### config.mk
export PLATFORM = sky130hd
export DESIGN_NAME = fetch_unit
export DESIGN_NICKNAME = d
export VERILOG_FILES = /design/src/rtl/cpu_pkg.sv /design/src/rtl/fetch_unit.sv
export SDC_FILE = /design/constraint.sdc
export NUM_CORES = 1
export LEC_CHECK = 0
export BUFFER_PORTS_ARGS = -buffer_cell sky130_fd_sc_hd__buf_4
export CAP_MARGIN = 40
export CORE_MARGIN = 2
export CORE_UTILIZATION = 50
export CTS_CLUSTER_DIAMETER = 120
export DETAILED_ROUTE_END_ITERATION = 10
export PLACE_DENSITY = 0.77
export SYNTH_ARGS = -nofsm -noshare
export SYNTH_HDL_FRONTEND = slang
export SYNTH_SLANG_ARGS = --single-unit
### constraint.sdc
create_clock -name clk -period 1.55 [get_ports clk]
set_input_delay 0.2325 -clock clk [delete_from_list [all_inputs] [get_ports clk]]
set_output_delay 0.2325 -clock clk [all_outputs]
set_load 0.01 [all_outputs]
### src/rtl/cpu_pkg.sv
// cpu_pkg: shared widths, opcode encodings and the fetch state enum used by
// the fetch stage and the control unit downstream of it.
package cpu_pkg;

  localparam int PC_WIDTH     = 8;
  localparam int INST_WIDTH   = 8;
  localparam int OPCODE_WIDTH = 4;

  localparam logic [OPCODE_WIDTH-1:0] OP_J   = 4'b1000;
  localparam logic [OPCODE_WIDTH-1:0] OP_JAL = 4'b1001;
  localparam logic [OPCODE_WIDTH-1:0] OP_BEQ = 4'b1100;
  localparam logic [OPCODE_WIDTH-1:0] OP_BNE = 4'b1101;

  typedef enum logic [1:0] {
    ST_BOOT  = 2'd0,
    ST_FETCH = 2'd1,
    ST_FULL  = 2'd2,
    ST_DRAIN = 2'd3
  } fetch_state_t;

  function automatic logic [OPCODE_WIDTH-1:0] opcode_of(input logic [INST_WIDTH-1:0] word);
    return word[INST_WIDTH-1 -: OPCODE_WIDTH];
  endfunction

endpackage

### src/rtl/fetch_unit.sv
// fetch_unit: instruction fetch stage. Holds the PC, fetches one instruction
// at a time from instruction memory (req/ready) and presents it to the
// control unit (valid/accept). Redirects replace the PC; a fetch that is
// already outstanding when a redirect arrives is completed and thrown away.
//
// Ports
//   clk, rst_n                 clock, async active-low reset
//   imem_req/imem_addr         fetch request and address (registered)
//   imem_ready/imem_rdata      memory completion and returned instruction
//   inst/inst_valid/inst_pc    instruction register toward the control unit
//   link_pc                    inst_pc + 1, jal return address
//   inst_accept                control unit consumes inst
//   redirect_valid/redirect_pc PC change request from the control unit
//
// state    | meaning
// ---------+----------------------------------------------------------
// BOOT     | one idle cycle after reset, no request
// FETCH    | request outstanding at req_addr, result will be kept
// FULL     | inst holds a live instruction, waiting for accept
// DRAIN    | stale request outstanding, result will be discarded
module fetch_unit #(
  parameter int PC_WIDTH   = cpu_pkg::PC_WIDTH,
  parameter int INST_WIDTH = cpu_pkg::INST_WIDTH,
  parameter logic [PC_WIDTH-1:0] RESET_PC = '0
) (
  input  logic                  clk,
  input  logic                  rst_n,
  output logic                  imem_req,
  output logic [PC_WIDTH-1:0]   imem_addr,
  input  logic                  imem_ready,
  input  logic [INST_WIDTH-1:0] imem_rdata,
  output logic [INST_WIDTH-1:0] inst,
  output logic                  inst_valid,
  input  logic                  inst_accept,
  output logic [PC_WIDTH-1:0]   inst_pc,
  output logic [PC_WIDTH-1:0]   link_pc,
  input  logic                  redirect_valid,
  input  logic [PC_WIDTH-1:0]   redirect_pc
);

  import cpu_pkg::*;

  localparam logic [PC_WIDTH-1:0] PC_ONE = {{(PC_WIDTH-1){1'b0}}, 1'b1};

  fetch_state_t          state;
  logic [PC_WIDTH-1:0]   pc;
  logic [PC_WIDTH-1:0]   req_addr;

  assign imem_addr = req_addr;

  // imem_req, inst_valid and link_pc are kept as flops updated alongside the
  // state so that no output depends combinationally on an input.
  always_ff @(posedge clk or negedge rst_n) begin
    if (!rst_n) begin
      state      <= ST_BOOT;
      pc         <= RESET_PC;
      req_addr   <= RESET_PC;
      inst       <= '0;
      inst_pc    <= '0;
      link_pc    <= PC_ONE;
      imem_req   <= 1'b0;
      inst_valid <= 1'b0;
    end else begin
      case (state)
        ST_BOOT: begin
          state    <= ST_FETCH;
          imem_req <= 1'b1;
        end

        ST_FETCH: begin
          if (imem_ready && !redirect_valid) begin
            inst       <= imem_rdata;
            inst_pc    <= req_addr;
            link_pc    <= req_addr + PC_ONE;
            pc         <= req_addr + PC_ONE;
            state      <= ST_FULL;
            imem_req   <= 1'b0;
            inst_valid <= 1'b1;
          end else if (imem_ready && redirect_valid) begin
            // Request just completed, so the new target can issue at once.
            pc       <= redirect_pc;
            req_addr <= redirect_pc;
          end else if (redirect_valid) begin
            // Address must stay put until memory finishes the old request.
            pc    <= redirect_pc;
            state <= ST_DRAIN;
          end
        end

        ST_FULL: begin
          if (redirect_valid) begin
            pc         <= redirect_pc;
            req_addr   <= redirect_pc;
            state      <= ST_FETCH;
            imem_req   <= 1'b1;
            inst_valid <= 1'b0;
          end else if (inst_accept) begin
            req_addr   <= pc;
            state      <= ST_FETCH;
            imem_req   <= 1'b1;
            inst_valid <= 1'b0;
          end
        end

        ST_DRAIN: begin
          if (redirect_valid) begin
            pc <= redirect_pc;
          end
          if (imem_ready) begin
            // A redirect landing on the completing cycle is the latest target.
            req_addr <= redirect_valid ? redirect_pc : pc;
            state    <= ST_FETCH;
          end
        end

        default: begin
          state      <= ST_BOOT;
          imem_req   <= 1'b0;
          inst_valid <= 1'b0;
        end
      endcase
    end
  end

endmodule
# ---- After elaboration in Yosys (flattened, before gate mapping)
# Index checks and enable logic that the tools add are counted.
dict set report totals {
  reg_bits 44
  out_inout_bits 34
}
dict set report classes {
  n_addsub 1
  n_eq_ne 10
  mux 25
  reduce_logical 14
}
# cell count
set ops {}
lappend ops {{8-bit 2-to-1 mux} 8}
lappend ops {{8-bit case mux with 3 select lines} 1}
lappend ops {{8-bit case mux with 2 select lines} 1}
lappend ops {{2-bit 2-to-1 mux} 6}
lappend ops {{3-bit != test, second input constant} 3}
lappend ops {{8-bit by 1-bit adder with 8-bit output, second input constant} 1}
lappend ops {{2-bit != test, second input constant} 4}
lappend ops {{2-bit case mux with 4 select lines} 1}
lappend ops {{1-bit 2-to-1 mux} 6}
lappend ops {{3-bit AND reduction} 2}
lappend ops {{3-bit nonzero test} 2}
lappend ops {{5-bit AND reduction} 1}
lappend ops {{2-bit == test, second input constant} 2}
lappend ops {{4-bit AND reduction} 1}
lappend ops {{2-bit nonzero test} 2}
lappend ops {{1-bit case mux with 3 select lines} 1}
lappend ops {{2-bit by 1-bit == test with 1-bit output, second input constant} 1}
lappend ops {{1-bit logical AND} 2}
lappend ops {{2-bit zero test} 1}
lappend ops {{1-bit case mux with 2 select lines} 1}
lappend ops {{2-bit AND reduction} 1}
lappend ops {{2-bit OR reduction} 1}
lappend ops {{1-bit zero test} 1}

# ---- Logic depth before layout (Yosys ltp)
dict set report depth {
  depth_word 4
  mapped_depth 6
}

# ---- Least setup slack after synthesis
# No wires, ideal clock.
dict set report synth_timing {
  path_kind {register -> register}
  start {register req_addr[0], in the netlist imem_addr[0]}
  end {register pc[4]}
  path_slack_ns 0.194
  t_arrival_ns 1.230
  n_path_buf 0
  period_less_slack_ns 1.356
  stages_incl_launch_ff 6
  path_cell_list {dfrtp_1 -> ha_1 -> nand3_1 -> xor2_1 -> nor2_1 -> a221o_1}
}
dict set report synth_via {
  elab_chain_cells 3
}
# element line
set synth_lines {}
lappend synth_lines {{from (decl)} fetch_unit.sv:47} ;# logic [PC_WIDTH-1:0] req_addr;
lappend synth_lines {{from (signal assigned)} fetch_unit.sv:82} ;# req_addr <= redirect_pc;
lappend synth_lines {{from (signal assigned)} fetch_unit.sv:93} ;# req_addr <= redirect_pc;
lappend synth_lines {{from (signal assigned)} fetch_unit.sv:98} ;# req_addr <= pc;
lappend synth_lines {{8-bit by 1-bit adder with 8-bit output} fetch_unit.sv:75} ;# pc <= req_addr + PC_ONE;
lappend synth_lines {{8-bit 2-to-1 mux} fetch_unit.sv:71} ;# if (imem_ready && !redirect_valid) begin
lappend synth_lines {{8-bit case mux with 2 select lines} fetch_unit.sv:64} ;# case (state)
lappend synth_lines {{to (signal assigned)} fetch_unit.sv:75}
lappend synth_lines {{to (signal assigned)} fetch_unit.sv:81} ;# pc <= redirect_pc;
lappend synth_lines {{to (signal assigned)} fetch_unit.sv:85} ;# pc <= redirect_pc;
lappend synth_lines {{to (decl)} fetch_unit.sv:46} ;# logic [PC_WIDTH-1:0] pc;
# No other way between the ends.
# A chain may end at the register's enable or synchronous reset.

# ---- Final worst setup path
dict set report layout_timing {
  start {register state[0]}
  end {register req_addr[0], in the netlist imem_addr[0]}
}
dict set report layout_via {
  elab_chain_cells 3
  word_cells_on_any_way 10
}
# element line
set layout_lines {}
lappend layout_lines {{from (decl)} fetch_unit.sv:45} ;# fetch_state_t state;
lappend layout_lines {{from (signal assigned)} fetch_unit.sv:55} ;# state <= ST_BOOT;
lappend layout_lines {{from (signal assigned)} fetch_unit.sv:66} ;# state <= ST_FETCH;
lappend layout_lines {{from (signal assigned)} fetch_unit.sv:76} ;# state <= ST_FULL;
lappend layout_lines {{2-bit == test / 2-bit by 1-bit == test with 1-bit output (equally long branches)} fetch_unit.sv:64}
lappend layout_lines {{3-bit != test (no source line), or another cell as far along} --}
lappend layout_lines {{5-bit AND reduction (no source line)} --}
# Several ways; a longest one is shown, not always the timed one.

==> qor.yml <==
ys.flop_type: "dfrtp_1"
synthXorXnorAreaFrac: 0.0176
cts_resized: 0
numCtsBuffers: 5
synthMuxAreaShare: 0.0553
yosys.area.top_type: "dfrtp_1"
hpwl_microns: 3210
rows: 22
postRouteAntennaNets: 0
start_util: 0.532
min_period_over_period: 0.938
wirelength_microns: 4430
start_kind: "register"
drc: 0
synth_cell_types: 37
clkTransAtPathRegs_ns: 0.08
worst_pin_slew_ns: 0.554
portBuffers: 54
wire_per_inst_microns: 14.2
synthAdderAreaFrac: 0.00629
crit_fanout: 12
status: "finished clean"
first_pass_iters: 4
syn_inst: 197
crit_path_start: "state[0]$_DFFE_PN0P_"
clock_sinks: 44
layout.nets: 286
antenna_cells: 0
finalSetupViolations: 0
grt_setup_unrepaired: "false"
area_delta_synth_final_pct: 31.9
synth_area_leaders: "dfrtp_1, nand2_1, mux2i_1"
dr.first_iter.drc_count: 112
synthSimpleGateAreaFrac: 0.187
routed.top_layer: "met4"
syn_area_per_cell_sq_um: 10.1
yosysWarnings: 0
synth_top_family_by_area: "simple AND/OR/NAND/NOR gates"
slew_headroom: 0.631
endpoint: "imem_addr[0]$_DFFE_PN0P_"
clk_latency_ns: 0.29
antenna_found_initial: 0
critPathArrivalTime_ns: 1.66
yosysMostFrequentCell: "nand2_1"
synth_compound_area_frac: 0.141
required_ns: 1.76
cts_max_path_buffers: 2
post-route-min-period_ns: 1.45
grt_usage: 0.225
cap_violations: 0
ys_ff_latch: 44
p_leak_nw: 1.36
wl_met2_microns: 2050
synth.top_cell.area_share: 0.541
htree_levels: 2
grt_start_max_net_pins: 45
fin_ws_ns: 0.0961
drive_gt1_frac: 0.326
synth_edf_count: 0
peakVddDrop_mv: 0.756
dieArea_sq_mm: 0.00450
fp.dieH_microns: 67.1
place.gp.congestion: 0.853
worstSetupPathType: "reg2reg"
reg2reg_from: "state[0]$_DFFE_PN0P_"
synthTopCellsByCount: "nand2_1, dfrtp_1, nor2_1, mux2i_1, a21oi_1"
cts_setup_buffers: 0
setup_tns_ns: 0
whs_ns: 0.123
dr_wl_met3_microns: 238
die_width_microns: 67.1
rrSetupSlack_ns: 0.1
syn-num-nets: 219
stdcell_count: 312
gr-total-overflow: 0
post-place-ws_ns: 0.130
first_global_vias: 1570
core_area_sq_mm: 0.00374
cts-hold-fix-buffers: 1
n_fill_cell: 321
seq_area_frac_synth: 0.554
reg2regPathDepth: 6
final_max_slew_viol_count: 0
detail_route.vias_per_cell: 5.21
cp-end-kind: "register"
final_area_sq_mm: 0.00263
wl_met1_microns: 2100
final_core_util: 0.701
grt_pass1_wl_microns: 7530
fin_skew_ns: 0.00445
hold_viol: 0
cts_tree: "yes"
synth.cell_area_sq_mm: 0.00199
placed_area_sq_mm: 0.00252
hold_class: "in2reg"
p_per_area_mw_per_mm2: 1470
dp_cells: 304
reg2reg_to: "imem_addr[0]$_DFFE_PN0P_"
ios: 55
fmax_mhz: 688
power_mw: 3.85
num_vias: 1625
ys_async_sr_fraction: 1.00
root_buffer: "clkbuf_8"
==> registers in the layout, summed over array words and instances (netlist names) <==
register,cells
imem_addr,8
inst_valid,1
inst,8
pc,8
imem_req,1
state,2
link_pc,8
inst_pc,8
==> worst max-delay path, cell delays in order (launching register included) <==
cell and delay [ns]:
dfrtp_1 0.43, buf_4 0.16, o21ai_2 0.08, a221oi_4 0.26, buf_4 0.24, nor2_1 0.05, a21oi_1 0.14
==> power by group <==
group	leakage (nW)	total, mW	switching, mW	internal [mW]
clock network	0.0503	0.766	0.369	0.397
registers	0.512	1.73	0.241	1.49
logic	0.796	1.35	0.627	0.726
total	1.36	3.85	1.24	2.61
==> worst min path at each step <==
stage | from | endpoint | slack [ns] | cells past startpoint
final | imem_rdata[6] | inst[6]$_DFFE_PN0P_ | 0.12 | 3
after global routing | imem_rdata[0] | inst[0]$_DFFE_PN0P_ | 0.12 | 3
after CTS | imem_rdata[6] | inst[6]$_DFFE_PN0P_ | 0.12 | 3
after detailed placement | rst_n | imem_addr[5]$_DFFE_PN0P_ | 0.26 | 1
after global placement | rst_n | imem_addr[5]$_DFFE_PN0P_ | 0.26 | 1
after floorplan | rst_n | imem_addr[0]$_DFFE_PN0P_ | -0.06 | 0
==> cell usage in the layout, fill, tap and decap left out, types with 2 or more instances in the layout <==
master,n
o21ai_1,2
xnor2_1,3
o221a_2,2
a21o_1,4
and2_4,2
and3_1,4
dfrtp_1,43
buf_4,67
nor3_1,2
nor2_1,18
inv_1,5
o22a_1,2
nand2_1,49
o22ai_1,3
o21ai_0,6
a21oi_1,8
a221o_1,2
o21a_1,3
clkbuf_8,7
mux2i_1,11
a21oi_2,2
nand3_1,3
and2_1,2
==> cell type report <==
class	instances	area (sq um)	share of cell area
clock buffer	7	96.3	0.0367
inverter	6	22.5	0.00858
multi-input combinational	138	811	0.309
sequential	44	1100	0.420
tap	48	60.1	0.0229
timing repair buffer	69	533	0.203
==> routing by layer <==
metal / vias to the layer above / global-route usage
li1: 797 / -
met3: 5 / 0.0541
met4: 0 / 0.0587
met1: 775 / 0.324
met5: - / 0
met2: 48 / 0.339
==> logic make-up after synthesis <==
| group | Yosys count |
|---|---|
| buffers and inverters | 15 |
| XOR/XNOR | 4 |
| multiplexers | 11 |
| adder cells (fa/ha/maj) | 1 |
| flip-flops | 44 |
| AO/OA/AOI/OAI | 38 |
| AND/OR/NAND/NOR | 84 |
No activity file was read; power rests on OpenSTA's default activity.
